==> config.mk <==
export PLATFORM = sky130hd
export DESIGN_NAME = serial_sub_flat
export DESIGN_NICKNAME = d
export VERILOG_FILES = /design/src/rtl/serial_sub_if.sv /design/src/rtl/serial_sub.sv /design/src/flat_wrapper.sv
export SDC_FILE = /design/constraint.sdc
export NUM_CORES = 1
export LEC_CHECK = 0
export CAP_MARGIN = 20
export CORE_MARGIN = 4
export CORE_UTILIZATION = 45
export CTS_CLUSTER_DIAMETER = 100
export DETAILED_ROUTE_END_ITERATION = 6
export PLACE_DENSITY = 0.79
export SYNTH_ARGS = -nofsm -noshare
export SYNTH_HDL_FRONTEND = slang
export SYNTH_SLANG_ARGS = --single-unit
==> constraint.sdc <==
create_clock -name clk -period 2.95 [get_ports clk]
set_input_delay 0.59 -clock clk [delete_from_list [all_inputs] [get_ports clk]]
set_output_delay 0.59 -clock clk [all_outputs]
set_load 0.005 [all_outputs]
==> src/rtl/serial_sub_if.sv <==
// Handshake/bus bundle for the bit-serial subtractor.
// The controller side uses the master modport and the subtractor uses the slave modport.
// dbg_state mirrors the FSM state so that checkers can bind to it.
// The ovf signal exists only when SERIAL_SUB_OVF_EN is defined.
//
// Handshake: start is looked at only while the block is not busy (IDLE or DONE).
// A start seen there is accepted at that clock edge, and a, b and bin are captured.
// busy is high for the N RUN cycles that follow.
// done pulses high for one cycle, and from that cycle d/bout (and ovf) are valid.
// They stay valid until the next accepted start.
// A start raised while busy=1 is dropped; nothing is queued.
interface serial_sub_if #(
    parameter int N = 8
);
    logic         start;
    logic [N-1:0] a;
    logic [N-1:0] b;
    logic         bin;
    logic         busy;
    logic         done;
    logic [N-1:0] d;
    logic         bout;
`ifdef SERIAL_SUB_OVF_EN
    logic         ovf;
`endif
    logic [1:0]   dbg_state;

    modport master (
        output start, a, b, bin,
`ifdef SERIAL_SUB_OVF_EN
        input  ovf,
`endif
        input  busy, done, d, bout, dbg_state
    );

    modport slave (
        input  start, a, b, bin,
`ifdef SERIAL_SUB_OVF_EN
        output ovf,
`endif
        output busy, done, d, bout, dbg_state
    );
endinterface

==> src/rtl/serial_sub.sv <==
// Bit-serial N-bit subtractor: d = a - b - bin, LSB first, one bit per clock.
// It uses one full-subtractor cell and a registered borrow.
// The FSM runs IDLE -> RUN (N cycles) -> DONE (1 cycle).
// If start is high in DONE, the block goes straight back to RUN.
// Optional feature: define SERIAL_SUB_OVF_EN to add the signed-overflow output ovf.
module serial_sub #(
    parameter int N = 8
) (
    input  logic         clk,
    input  logic         rst,
    serial_sub_if.slave  bus
);
    localparam int CW = $clog2(N + 1);
    localparam logic [CW-1:0] LAST_BIT = CW'(N - 1);

    typedef enum logic [1:0] {
        IDLE = 2'd0,
        RUN  = 2'd1,
        DONE = 2'd2
    } state_t;

    state_t        state_q;
    state_t        state_d;
    logic [CW-1:0] cnt_q;
    logic [N-1:0]  a_sr;
    logic [N-1:0]  b_sr;
    logic [N-1:0]  d_sr;
    logic          br_q;
    logic          bout_q;
    logic          accept;
    logic          last;
    logic          a_i;
    logic          b_i;
    logic          diff_i;
    logic          br_next;
`ifdef SERIAL_SUB_OVF_EN
    logic          a_msb_q;
    logic          b_msb_q;
    logic          ovf_q;
`endif

    // The single full-subtractor cell works on the current LSBs and the running borrow.
    assign a_i     = a_sr[0];
    assign b_i     = b_sr[0];
    assign diff_i  = a_i ^ b_i ^ br_q;
    assign br_next = (~a_i & b_i) | (~a_i & br_q) | (b_i & br_q);

    // Next-state logic: accept start only in IDLE/DONE, and leave RUN after bit N-1.
    always_comb begin
        state_d = state_q;
        accept  = 1'b0;
        last    = 1'b0;
        case (state_q)
            IDLE: begin
                if (bus.start) begin
                    accept  = 1'b1;
                    state_d = RUN;
                end
            end
            RUN: begin
                if (cnt_q == LAST_BIT) begin
                    last    = 1'b1;
                    state_d = DONE;
                end
            end
            DONE: begin
                if (bus.start) begin
                    accept  = 1'b1;
                    state_d = RUN;
                end else begin
                    state_d = IDLE;
                end
            end
            default: state_d = IDLE;
        endcase
    end

    // State register. Reset aborts any operation in flight.
    always_ff @(posedge clk or posedge rst) begin
        if (rst) begin
            state_q <= IDLE;
        end else begin
            state_q <= state_d;
        end
    end

    // Datapath: capture operands on accept, then shift one bit per RUN cycle.
    always_ff @(posedge clk or posedge rst) begin
        if (rst) begin
            a_sr   <= '0;
            b_sr   <= '0;
            d_sr   <= '0;
            br_q   <= 1'b0;
            bout_q <= 1'b0;
            cnt_q  <= '0;
        end else if (accept) begin
            a_sr  <= bus.a;
            b_sr  <= bus.b;
            br_q  <= bus.bin;
            cnt_q <= '0;
        end else if (state_q == RUN) begin
            a_sr  <= a_sr >> 1;
            b_sr  <= b_sr >> 1;
            // Each new difference bit enters at the MSB, so bit 0 ends up at the LSB after N shifts.
            d_sr  <= (d_sr >> 1) | (N'(diff_i) << (N - 1));
            br_q  <= br_next;
            cnt_q <= cnt_q + CW'(1);
            if (last) begin
                bout_q <= br_next;
            end
        end
    end

`ifdef SERIAL_SUB_OVF_EN
    // Signed overflow: the operand signs differ and the result sign differs from the minuend sign.
    always_ff @(posedge clk or posedge rst) begin
        if (rst) begin
            a_msb_q <= 1'b0;
            b_msb_q <= 1'b0;
            ovf_q   <= 1'b0;
        end else if (accept) begin
            a_msb_q <= bus.a[N-1];
            b_msb_q <= bus.b[N-1];
        end else if (state_q == RUN && last) begin
            // On the final RUN edge, diff_i is the result MSB.
            ovf_q <= (a_msb_q != b_msb_q) && (diff_i != a_msb_q);
        end
    end

    assign bus.ovf = ovf_q;
`endif

    assign bus.busy      = (state_q == RUN);
    assign bus.done      = (state_q == DONE);
    assign bus.d         = d_sr;
    assign bus.bout      = bout_q;
    assign bus.dbg_state = state_q;
endmodule
==> src/flat_wrapper.sv <==
// flat-port wrapper written by rule: the top's interface ports become plain ports
module serial_sub_flat 
#(
    parameter int N = 8
)
  (clk, rst, bus_start, bus_a, bus_b, bus_bin, bus_busy, bus_done, bus_d, bus_bout, bus_dbg_state);
  serial_sub_if #(.N(N)) bus_i ();
  input  logic clk;
  input  logic rst;
  input wire logic [$bits(bus_i.start)-1:0] bus_start;
  input wire logic [$bits(bus_i.a)-1:0] bus_a;
  input wire logic [$bits(bus_i.b)-1:0] bus_b;
  input wire logic [$bits(bus_i.bin)-1:0] bus_bin;
  output wire logic [$bits(bus_i.busy)-1:0] bus_busy;
  output wire logic [$bits(bus_i.done)-1:0] bus_done;
  output wire logic [$bits(bus_i.d)-1:0] bus_d;
  output wire logic [$bits(bus_i.bout)-1:0] bus_bout;
  output wire logic [$bits(bus_i.dbg_state)-1:0] bus_dbg_state;
  assign bus_i.start = bus_start;
  assign bus_i.a = bus_a;
  assign bus_i.b = bus_b;
  assign bus_i.bin = bus_bin;
  assign bus_busy = bus_i.busy;
  assign bus_done = bus_i.done;
  assign bus_d = bus_i.d;
  assign bus_bout = bus_i.bout;
  assign bus_dbg_state = bus_i.dbg_state;
  serial_sub #(.N(N)) u_core (.clk(clk), .rst(rst), .bus(bus_i));
endmodule
# Word-level counts from Yosys, hierarchy flattened
# Cells that the tools add are included.
[totals]
register_bits = 32
inputBits = 20
out_inout_bits = 13
wordCells = 45
[classes]
add_sub_neg = 1
eq_ne = 5
mux = 16
bitwise = 10
n_reduce_logical = 6
[op_table]
columns = ["op", "count"]
rows = [
  ["$mux W8", 4],
  ["$mux W4", 2],
  ["$or A7 B8 Y8", 1],
  ["$mux W1", 7],
  ["$pmux W2 S3", 1],
  ["$add A4 B1 Y4 const B", 1],
  ["$eq A4 B3 Y1 const B", 1],
  ["$mux W2", 2],
  ["$reduce_and A2 Y1", 2],
  ["$and A1 B1 Y1", 3],
  ["$reduce_and A3 Y1", 1],
  ["$eq A2 B1 Y1 const B", 1],
  ["$eq A2 B2 Y1 const B", 1],
  ["$logic_not A2 Y1", 1],
  ["$ne A2 B1 Y1 const B", 1],
  ["$ne A2 B2 Y1 const B", 1],
  ["$not A1 Y1", 2],
  ["$or A1 B1 Y1", 2],
  ["$reduce_bool A2 Y1", 1],
  ["$reduce_or A2 Y1", 1],
  ["$xor A1 B1 Y1", 2],
]

# Longest topological paths before layout
[depth]
ltp_word = 6
ltp_mapped = 7
ltp_nobuf = 4

# Worst setup path before layout
# Ideal clock, no wire load.
[synth_path]
path_type = "flip-flop to output port"
from = "register u_core.state_q[1], in the netlist u_core.bus.dbg_state[1]"
to = "output bus_busy"
arrival_time_ns = 0.989
t_required_ns = 2.360
slack_ns = 1.371
stages_incl_launch_ff = 6
path_buffers = 3
cell_sequence = "dfrtp_1 -> nand2b_1 -> buf_6 -> inv_2 -> buf_6 -> buf_4"
[synth_between]
elab_chain_len = 1
[synth_rtl]
columns = ["element", "line_no", "rtl"]
rows = [
  ["start: declaration", "serial_sub.sv:22", "state_t state_q;"],
  ["start signal: assignment", "serial_sub.sv:83", "state_q <= state_d;"],
  ["$eq A2 B1 Y1", "serial_sub.sv:133", "assign bus.busy = (state_q == RUN);"],
  ["end: declaration", "flat_wrapper.sv:14", "output wire logic [$bits(bus_i.busy)-1:0] bus_busy;"],
]
# Every way passes these cells.

# Final worst setup path
# Ends and elaborated chain as after synthesis.

==> results.md <==
* DP Cell Count at 199
* Clock Sinks at 32
* Final hold vios at 0
* Crit Path Max Fanout at 3
* Unrepaired setup endpoints after global routing: false
* CTS buffer count at 5
* HPWL after DPL at 2.012 mm
* Design Power at 1876 uW
* Via count at 1,098
* N_diodes at 0
* First-pass GRT wire length at 4.981 mm
* Max Freq at 486.6 MHz
* Yosys Warn Count at 0
* Avg Inst Size Synth at 9.807 um2
* Rel. slew slack at 46.13%
* Die area at 4049 um2
* Status: finished, final reports clean
* Ys async rst share at 100.0%
* Synth Flop Type: dfrtp_1
* Worst Setup Path Type: reg -> out
* # resized after CTS at 0
* Clock Skew at 0.009365 ns
* Area Growth Syn to Fin at 28.75%
* Final Slew Violations at 0
* Register bit total from synthesis at 32
* Overall Global Routing Usage at 16.04%
* Routability cong. at 0.7702
* Max Buffers Root-to-Sink at 2
* Core box area at 2853 um2
* Syn Nets at 164
* Routed WL at 2.906 mm
* Post-route insts no fill at 207
* Worst EP required at 2.36 ns
* Synth unique cells at 24
* CTS Hold Buffers Added at 0
* DRT antenna net count at 0
* Leakage at 0.0008145 uW
* Pin count of the biggest net entering global routing at 33
* Initial Util at 48.82%
* Wire per inst at 14.04 um
* Sequential area share after synthesis at 57.50%
* Residual DRC at 0
* Post-route setup TNS at 0 ns
* Min Tclk post-route at 2.055 ns
* Worst hold path depth at 2
* Layout cells sized above 1 at 8.523%
* Global-route congestion overflow total at 0
* Vias in the first global route at 1,147
* Hold Crit Class: reg -> reg
* Power Density at 1046 nW/um2
* Final setup fails at 0
* Fin crit share at 69.66%
* VDD IR max at 543.3 uV
* Finished Core Util at 62.85%
* Level count of the clock H-tree at 2
* Port Buffers at 32
* Clock root buffer: clkbuf_4
* Max-Cap Viols at 0
* Critical Path AT at 1.46 ns
* Worst Setup End Kind: output pin
* Worst skew pair latency at 0.34 ns
* Worst Reg-to-Reg Cells at 4
* Vias per cell at 5.304
* Initial antenna violation count at 0
* Clock-pin slew on the worst setup and hold paths at 0.10 ns
* Startpoint class of the critical path: flip-flop
* Die W at 63.63 um
* Die Height at 63.63 um
* Post-Synthesis Cells at 142
* # nets final at 197
* DRT Pass-1 Iters at 4
* Post-synth EDFFs at 0
* Rows at 19
* Worst Tran Pin Value at 0.8081 ns
* IO Pins at 33
* CTS tree: yes
* Post-CTS setup buffer count at 0
* Initial drt markers at 47
* Mapped Area at 1393 um2
[state kept, by name, indices dropped and copies added (netlist names)]
| signal | flops |
|---|---|
| u_core.a_sr | 8 |
| u_core.bus.dbg_state | 2 |
| u_core.bus.bout | 1 |
| u_core.br_q | 1 |
| u_core.bus.d | 8 |
| u_core.b_sr | 8 |
| u_core.cnt_q | 4 |
[metrics by stage]
stage	area, um2	worst slack (ns)	hold WS, ns
2_1_floorplan	1393	1.371	0.4673
6_report	1793	0.8951	0.4933
5_1_grt	1793	0.8027	0.5398
3_3_place_gp	1717	1.019	0.4577
4_1_cts	1793	0.8760	0.5027
3_5_place_dp	1717	0.9373	0.4830
[cells in the final DEF, fill, tap and decap left out, types with 4 or more instances in the layout]
cell type,Yosys,layout
nor2_1,8,8
buf_4,1,4
nand2_1,42,42
nor3_1,7,7
dfrtp_1,32,32
o22ai_1,6,6
clkbuf_4,0,5
nand3_1,7,7
a22oi_1,6,6
clkdlybuf4s50_1,0,32
o21ai_0,4,4
[power breakdown]
group	total, uW	switching (uW)	internal [uW]	leakage [uW]
sequential	772	133	639	0.000396
combinational	777	399	379	0.000376
clock	326	149	178	0.0000422
total	1880	681	1200	0.000815
[worst max-delay path: stages (launching register included)]
cell,delay (ns)
dfrtp_1,0.40
nand2b_1,0.18
inv_2,0.06
clkdlybuf4s50_1,0.50
[cells in the mapped netlist, drive strengths merged (3+ instances only)]
cell | instances | area (um2)
nor3 | 8 | 51.30
o22ai | 6 | 37.54
nor2 | 8 | 30.03
buf | 10 | 65.06
a22oi | 6 | 45.04
dfrtp | 32 | 800.8
o21ai | 4 | 20.02
nand2 | 42 | 157.7
nand3 | 7 | 35.03
inv | 3 | 11.26
[path summary, 6_finish.rpt]
check / from / to / slack [ns]
setup / recovery: u_core.bus.dbg_state[1] / bus_busy / 0.90
max in group asynchronous: rst / u_core.b_sr[1] / 2.03
min in group asynchronous: rst / u_core.bus.d[1] / 0.63
setup reg to reg: u_core.bus.dbg_state[1] / u_core.bus.bout / 1.47
hold / removal: u_core.bus.d[7] / u_core.bus.d[6] / 0.49
hold reg to reg: u_core.bus.d[7] / u_core.bus.d[6] / 0.49
[per-layer routing]
| layer | track usage [%] | wire length [um] |
|---|---|---|
| met1 | 18.47 | 1264 |
| met2 | 26.60 | 1451 |
| met3 | 6.394 | 159 |
| met4 | 6.199 | 30 |
| met5 | 0 | 0 |
[cells by family after synthesis]
group | after synthesis | share of synthesized area [%]
compound gates | 21 | 9.704
fa+ha+maj | 2 | 2.336
simple gates | 70 | 21.92
buf+inv | 13 | 5.480
mux | 4 | 3.055
flops | 32 | 57.50
[final cells by class]
| type | instances | area [um2] |
|---|---|---|
| fill | 259 | 1060 |
| sequential | 32 | 800.8 |
| multi-input combinational | 97 | 515.5 |
| timing repair buffer | 36 | 350.3 |
| clock buffer | 6 | 41.29 |
| tap | 31 | 38.79 |
| clock inverter | 2 | 35.03 |
| inverter | 3 | 11.26 |
Note: power is estimated with default switching activity, not from simulation.
